==> config.mk <==
export PLATFORM = sky130hd
export DESIGN_NAME = fpga_mem_c_stream_reader
export DESIGN_NICKNAME = d
export VERILOG_FILES = /design/src/rtl/fpga_mem_c_stream_reader.sv
export SDC_FILE = /design/constraint.sdc
export NUM_CORES = 1
export LEC_CHECK = 0
export ABC_AREA = 0
export ABC_CLOCK_PERIOD_IN_PS = 13250
export CAP_MARGIN = 0
export CORE_MARGIN = 5
export CORE_UTILIZATION = 61
export CTS_BUF_LIST = sky130_fd_sc_hd__clkbuf_2
export DETAILED_ROUTE_END_ITERATION = 16
export PLACE_DENSITY = 0.84
export SLEW_MARGIN = 20
export SYNTH_ARGS = -nofsm -noshare
export SYNTH_HDL_FRONTEND = slang
export SYNTH_SLANG_ARGS = --single-unit
==> constraint.sdc <==
create_clock -name clk -period 13.25 [get_ports clk]
set_clock_uncertainty 0.1 [all_clocks]
set_input_delay 3.3125 -clock clk [delete_from_list [all_inputs] [get_ports clk]]
set_output_delay 3.3125 -clock clk [all_outputs]
set_load 0.05 [all_outputs]
==> src/rtl/fpga_mem_c_stream_reader.sv <==
`default_nettype none
// ============================================================================
// Module   : fpga_mem_c_stream_reader
// Purpose  : Avalon-MM read master for the 256-bit s2 port of the Mem_C
//            buffer. A (base, length) command becomes back-to-back single
//            word reads. The words are emitted on an Avalon-ST source with
//            ready/valid backpressure.
//            The s2 port has a fixed 1-cycle read latency and no
//            waitrequest. Backpressure is therefore absorbed by a small
//            skid FIFO. Reads are only issued when the FIFO is guaranteed
//            to have room for the returning word (credit-based issue).
// Ports    :
//   clk, reset_n               clock, asynchronous active-low reset
//   cmd_start/base/len/abort   command interface (accepted only in IDLE)
//   busy, done                 status: busy while not IDLE,
//                              done is a one-cycle completion pulse
//   mem_*                      s2 read master: address, chipselect,
//                              write, byteenable, clken, readdata
//   st_data/valid/ready/sop/eop  Avalon-ST source
// Revision : 1.0 - initial release
// ============================================================================
module fpga_mem_c_stream_reader #(
    parameter int ADDR_W     = 11,
    parameter int DATA_W     = 256,
    parameter int LEN_W      = 12,
    parameter int FIFO_DEPTH = 4
) (
    input  logic                  clk,
    input  logic                  reset_n,

    input  logic                  cmd_start,
    input  logic [ADDR_W-1:0]     cmd_base,
    input  logic [LEN_W-1:0]      cmd_len,
    input  logic                  cmd_abort,
    output logic                  busy,
    output logic                  done,

    output logic [ADDR_W-1:0]     mem_address,
    output logic                  mem_chipselect,
    output logic                  mem_write,
    output logic [DATA_W/8-1:0]   mem_byteenable,
    output logic                  mem_clken,
    input  logic [DATA_W-1:0]     mem_readdata,

    output logic [DATA_W-1:0]     st_data,
    output logic                  st_valid,
    input  logic                  st_ready,
    output logic                  st_sop,
    output logic                  st_eop
);

    localparam int PTR_W = $clog2(FIFO_DEPTH);
    localparam int CNT_W = PTR_W + 1;

    typedef enum logic [1:0] {
        S_IDLE  = 2'd0,
        S_RUN   = 2'd1,
        S_DRAIN = 2'd2
    } state_t;

    state_t                state_q, state_d;
    logic                  done_q, done_d;

    logic [ADDR_W-1:0]     base_q;
    logic [LEN_W-1:0]      len_q;
    logic [LEN_W-1:0]      issued_q;

    // One read may be in flight. Its sop/eop tags travel alongside it.
    logic                  inflight_q;
    logic                  ret_sop_q;
    logic                  ret_eop_q;

    // Skid FIFO storage and bookkeeping
    logic [DATA_W-1:0]     fifo_data_q [FIFO_DEPTH];
    logic [FIFO_DEPTH-1:0] fifo_sop_q;
    logic [FIFO_DEPTH-1:0] fifo_eop_q;
    logic [PTR_W-1:0]      wr_ptr_q;
    logic [PTR_W-1:0]      rd_ptr_q;
    logic [CNT_W-1:0]      count_q;

    logic                  fifo_empty;
    logic                  credit_ok;
    logic                  issue;
    logic                  last_issue;
    logic                  accept_cmd;
    logic                  zero_cmd;
    logic                  abort;
    logic                  push;
    logic                  pop;
    logic                  head_sop;
    logic                  head_eop;
    logic                  last_accept;

    // ------------------------------------------------------------------
    // Issue / command decode
    // ------------------------------------------------------------------
    assign fifo_empty = (count_q == '0);
    // Words already owed to the FIFO (stored + in flight) must leave
    // room for the one about to be requested.
    assign credit_ok  = (count_q + CNT_W'(inflight_q)) < CNT_W'(FIFO_DEPTH);
    assign issue      = (state_q == S_RUN) && (issued_q < len_q) && credit_ok;
    assign last_issue = issue && (issued_q == (len_q - LEN_W'(1)));
    assign accept_cmd = (state_q == S_IDLE) && cmd_start && (cmd_len != '0);
    assign zero_cmd   = (state_q == S_IDLE) && cmd_start && (cmd_len == '0);
    assign abort      = cmd_abort && (state_q != S_IDLE);

    // ------------------------------------------------------------------
    // Stream head
    // ------------------------------------------------------------------
    // When the FIFO is empty the returning word is shown directly. If
    // it is accepted in that same cycle, the push and pop cancel out.
    // Otherwise it lands in the FIFO and stays at the head, so st_data
    // does not change while stalled.
    assign push     = inflight_q;
    assign st_valid = !fifo_empty || inflight_q;
    assign pop      = st_valid && st_ready;
    assign st_data  = fifo_empty ? mem_readdata : fifo_data_q[rd_ptr_q];
    assign head_sop = fifo_empty ? ret_sop_q    : fifo_sop_q[rd_ptr_q];
    assign head_eop = fifo_empty ? ret_eop_q    : fifo_eop_q[rd_ptr_q];
    assign st_sop   = st_valid && head_sop;
    assign st_eop   = st_valid && head_eop;

    assign last_accept = (state_q == S_DRAIN) && pop && head_eop;

    // ------------------------------------------------------------------
    // Memory master outputs
    // ------------------------------------------------------------------
    assign mem_chipselect = issue;
    assign mem_address    = issue ? (base_q + issued_q[ADDR_W-1:0]) : '0;
    assign mem_write      = 1'b0;
    assign mem_byteenable = '1;
    assign mem_clken      = 1'b1;

    assign busy = (state_q != S_IDLE);
    assign done = done_q;

    // ------------------------------------------------------------------
    // FSM
    // ------------------------------------------------------------------
    always_ff @(posedge clk or negedge reset_n) begin
        if (!reset_n) begin
            state_q <= S_IDLE;
            done_q  <= 1'b0;
        end else begin
            state_q <= state_d;
            done_q  <= done_d;
        end
    end

    always_comb begin
        state_d = state_q;
        done_d  = 1'b0;
        case (state_q)
            S_IDLE: begin
                if (accept_cmd) begin
                    state_d = S_RUN;
                end
                if (zero_cmd) begin
                    done_d = 1'b1;
                end
            end
            S_RUN: begin
                if (last_issue) begin
                    state_d = S_DRAIN;
                end
            end
            S_DRAIN: begin
                if (last_accept) begin
                    state_d = S_IDLE;
                    done_d  = 1'b1;
                end
            end
            default: begin
                state_d = S_IDLE;
            end
        endcase
        // Abort wins over a same-cycle final handshake and never reports done.
        if (abort) begin
            state_d = S_IDLE;
            done_d  = 1'b0;
        end
    end

    // ------------------------------------------------------------------
    // Command, issue and FIFO bookkeeping
    // ------------------------------------------------------------------
    always_ff @(posedge clk or negedge reset_n) begin
        if (!reset_n) begin
            base_q     <= '0;
            len_q      <= '0;
            issued_q   <= '0;
            inflight_q <= 1'b0;
            ret_sop_q  <= 1'b0;
            ret_eop_q  <= 1'b0;
            wr_ptr_q   <= '0;
            rd_ptr_q   <= '0;
            count_q    <= '0;
        end else if (abort) begin
            // Flush everything. The in-flight return is dropped by
            // clearing inflight_q, so it is never pushed.
            issued_q   <= '0;
            inflight_q <= 1'b0;
            ret_sop_q  <= 1'b0;
            ret_eop_q  <= 1'b0;
            wr_ptr_q   <= '0;
            rd_ptr_q   <= '0;
            count_q    <= '0;
        end else begin
            if (accept_cmd) begin
                base_q   <= cmd_base;
                len_q    <= cmd_len;
                issued_q <= '0;
            end else if (issue) begin
                issued_q <= issued_q + LEN_W'(1);
            end

            inflight_q <= issue;
            ret_sop_q  <= issue && (issued_q == '0);
            ret_eop_q  <= last_issue;

            if (push) begin
                wr_ptr_q <= wr_ptr_q + PTR_W'(1);
            end
            if (pop) begin
                rd_ptr_q <= rd_ptr_q + PTR_W'(1);
            end
            case ({push, pop})
                2'b10:   count_q <= count_q + CNT_W'(1);
                2'b01:   count_q <= count_q - CNT_W'(1);
                default: count_q <= count_q;
            endcase
        end
    end

    // FIFO storage: the returning word is always captured. The pointers
    // alone decide whether it is live.
    always_ff @(posedge clk) begin
        if (push) begin
            fifo_data_q[wr_ptr_q] <= mem_readdata;
            fifo_sop_q[wr_ptr_q]  <= ret_sop_q;
            fifo_eop_q[wr_ptr_q]  <= ret_eop_q;
        end
    end

endmodule
`default_nettype wire

==> flow_summary.json <==
{
  "status": "finished clean",
  "gp_congestion": 0.869,
  "layout-drive-gt1-share_pct": 20.9,
  "die_w_um": 278,
  "postSynth.asyncResetShare_pct": 4.44,
  "fin_nets": 3631,
  "slew_headroom_pct": 15.7,
  "reg2reg_from": "issued_q[8]",
  "crit_fanout": 11,
  "reg2regPathDepth": 8,
  "final_area_mm2": 0.0525,
  "grt_util_all_layers_pct": 27.0,
  "synth-edff-count": 1032,
  "via_per_inst": 5.82,
  "power_switching_share_pct": 44.6,
  "power.switching_mw": 5.82,
  "cts_buffer_depth": 4,
  "synth_top_area_share_pct": 70.7,
  "crit_family": "simple AND/OR/NAND/NOR gates",
  "cts_setup_buffers": 0,
  "holdBufCountCts": 0,
  "grt_pass1_vias": 28100,
  "routedWlPerCell_um": 23.5,
  "synthDistinctLibCells": 56,
  "yosys_warnings": 0,
  "die_y_um": 278,
  "ys_seq_area_share_pct": 73.5,
  "end_kind": "output port",
  "internal_power_mw": 7.23,
  "critPathBufInv": 2,
  "power.share.clock_pct": 15.9,
  "area_delta_synth_final_pct": 19.9,
  "core_mm2": 0.0714,
  "synth_top_area_cell": "edfxtp_1",
  "p_leak_nw": 18.8,
  "grt-ovfl-total": 0,
  "cts.htree.levels": 5,
  "pwr-share-seq_pct": 33.6,
  "hp-start": "base_q[6]",
  "slowest_delay_ns": 0.89,
  "period_share_pct": 67.5,
  "r2r_slack_ns": 9.59,
  "start_kind": "flip-flop",
  "setup-tns-final_ns": 0,
  "worst_slew_pin_slew_ns": 1.26,
  "io_buffer_count": 556,
  "cts_num_sinks": 1080,
  "cap_viol_max_count": 0,
  "dpl_cell_area_mm2": 0.0502,
  "ys.flop_type": "edfxtp_1",
  "die_area_mm2": 0.0773,
  "ir_worst_vdd_mv": 0.248,
  "synthesis.area_mm2": 0.0438,
  "hp-class": "flip-flop to flip-flop",
  "rsz0062_at_grt": "false",
  "total_power_mw": 13.1,
  "finalWirelength_mm": 105,
  "cp.arrival_ns": 5.53,
  "final_util_pct": 73.6,
  "place.detailed.hpwl_mm": 62.9,
  "power_density_mw_per_mm2": 248,
  "min_period_ns": 8.94,
  "antenna_found_initial": 19,
  "cts_tree": "done",
  "startpoint": "issued_q[8]",
  "netlist_instances": 2581,
  "fmax_mhz": 112,
  "cp.required_ns": 9.84,
  "rows": 98,
  "cts_resized": 0,
  "avgSynthCellArea_um2": 17.0,
  "slowest_stage": "clkdlybuf4s50_1",
  "rr_endpoint": "state_q[0]",
  "cts_root_buf": "clkbuf_2",
  "clkTransAtPathRegs_ns": 0.09,
  "drt_first_pass_iters": 6,
  "critical_path_depth": 9,
  "drtIter0Drc": 2441,
  "grt_max_degree": 161,
  "worstSkewPairLatency_ns": 1.30,
  "grt_pass1_wl_mm": 160,
  "ios": 591,
  "start_util_pct": 61.4,
  "cts_buffers": 280,
  "ant_nets": 0,
  "yosys-top-cells-area": "edfxtp_1 71%, mux4_2 13%, nand2_1 6.9%",
  "crit_chain": "ha_1 -> and4_1 -> a2111oi_2 -> nand4_1 -> or2_2 -> inv_2 -> o21ai_0 -> a311oi_1 -> clkdlybuf4s50_1",
  "drc": 0,
  "pwr-share-comb_pct": 50.5,
  "crit_end": "mem_address[9]",
  "ys_ff_latch": 1080,
  "vias": 25900,
  "report.final.hold_viol_count": 0,
  "worstSetupPathType": "flip-flop to output port",
  "finalSetupViolCount": 0,
  "maxSlewViolCount": 0
}
-- through the flow --
step	setup WS (ns)	cells	hold slack (ns)
after floorplan	5.99	2613	0.377
after global placement	4.85	3981	0.398
after detailed placement	4.82	3981	0.406
after CTS	4.02	4431	0.425
after global routing	3.80	4442	0.446
final	4.31	4450	0.428
-- cell usage after synthesis (12+ instances only) --
cell	instances
mux2_2	12
nor4_1	12
nand2_1	800
mux4_2	258
buf_4	35
buf_1	21
xnor2_1	24
o21ai_0	20
edfxtp_1	1032
nor2_1	40
clkbuf_1	77
xor2_1	14
buf_2	27
dfrtp_1	48
inv_1	24
ha_1	29
-- power groups by stage --
| stage | logic, mW | registers (mW) | clock network (mW) |
|---|---|---|---|
| 3_5_place_dp | 6.57 | 4.46 | 0 |
| 6_report | 6.59 | 4.38 | 2.08 |
| 3_3_place_gp | 6.53 | 4.43 | 0 |
| 5_1_grt | 6.90 | 4.42 | 2.35 |
| 4_1_cts | 6.61 | 4.39 | 2.14 |
| 2_1_floorplan | 4.46 | 4.45 | 0 |
-- worst min-delay path by stage --
| stage | depth (start not counted) | endpoint | slack, ns |
|---|---|---|---|
| floorplan | 0 | fifo_eop_q[0] | 0.38 |
| global placement | 1 | base_q[0] | 0.40 |
| detailed placement | 1 | base_q[6] | 0.41 |
| CTS | 1 | base_q[6] | 0.42 |
| global route | 1 | base_q[3] | 0.45 |
| finish | 1 | base_q[6] | 0.43 |
-- cell type report --
cell class / instances / area (um2)
timing repair buffer: 583 / 5900
fill: 4237 / 18800
tap: 950 / 1190
inverter: 25 / 93.8
antenna: 16 / 40.0
clock inverter: 54 / 267
multi-input combinational: 1346 / 10900
clock buffer: 396 / 1980
sequential: 1080 / 32200
-- sequential cells by signal, summed over array words and instances, names as in the netlist --
register	cells
fifo_data_q	1024
issued_q	12
len_q	12
base_q	11
fifo_eop_q	4
fifo_sop_q	4
count_q	3
rd_ptr_q	2
state_q	2
wr_ptr_q	2
done	1
inflight_q	1
ret_eop_q	1
ret_sop_q	1
-- layout by cell type (no fill, tap or decap), types with 29 or more instances in the layout --
master / Yosys / final
nand2_1: 800 / 800
clkbuf_2: 0 / 396
mux4_2: 258 / 258
conb_1: 2 / 34
dfrtp_1: 48 / 46
clkinv_1: 0 / 39
ha_1: 29 / 29
nor2_1: 40 / 40
edfxtp_1: 1032 / 1032
clkdlybuf4s50_1: 0 / 555
-- layer usage --
metal	up-vias	wire, um	global-route usage, %
met5	-	75	0
met4	12	3010	9.88
met3	196	10500	8.89
met2	1442	53400	45.4
met1	12900	37600	33.2
li1	11300	-	-
-- logic make-up (layout without fill, tap and decap cells) --
group	count (synthesis)	count (layout)	synth area share [%]
flops	1080	1080	73.5
simple gates	915	915	8.34
mux	274	274	13.7
buf+inv	187	1058	2.02
compound gates	54	54	0.786
xor+xnor	38	38	0.760
fa+ha+maj	31	31	0.920
other cells	2	50	0.0171
No activity file was read; power rests on OpenSTA's default activity.
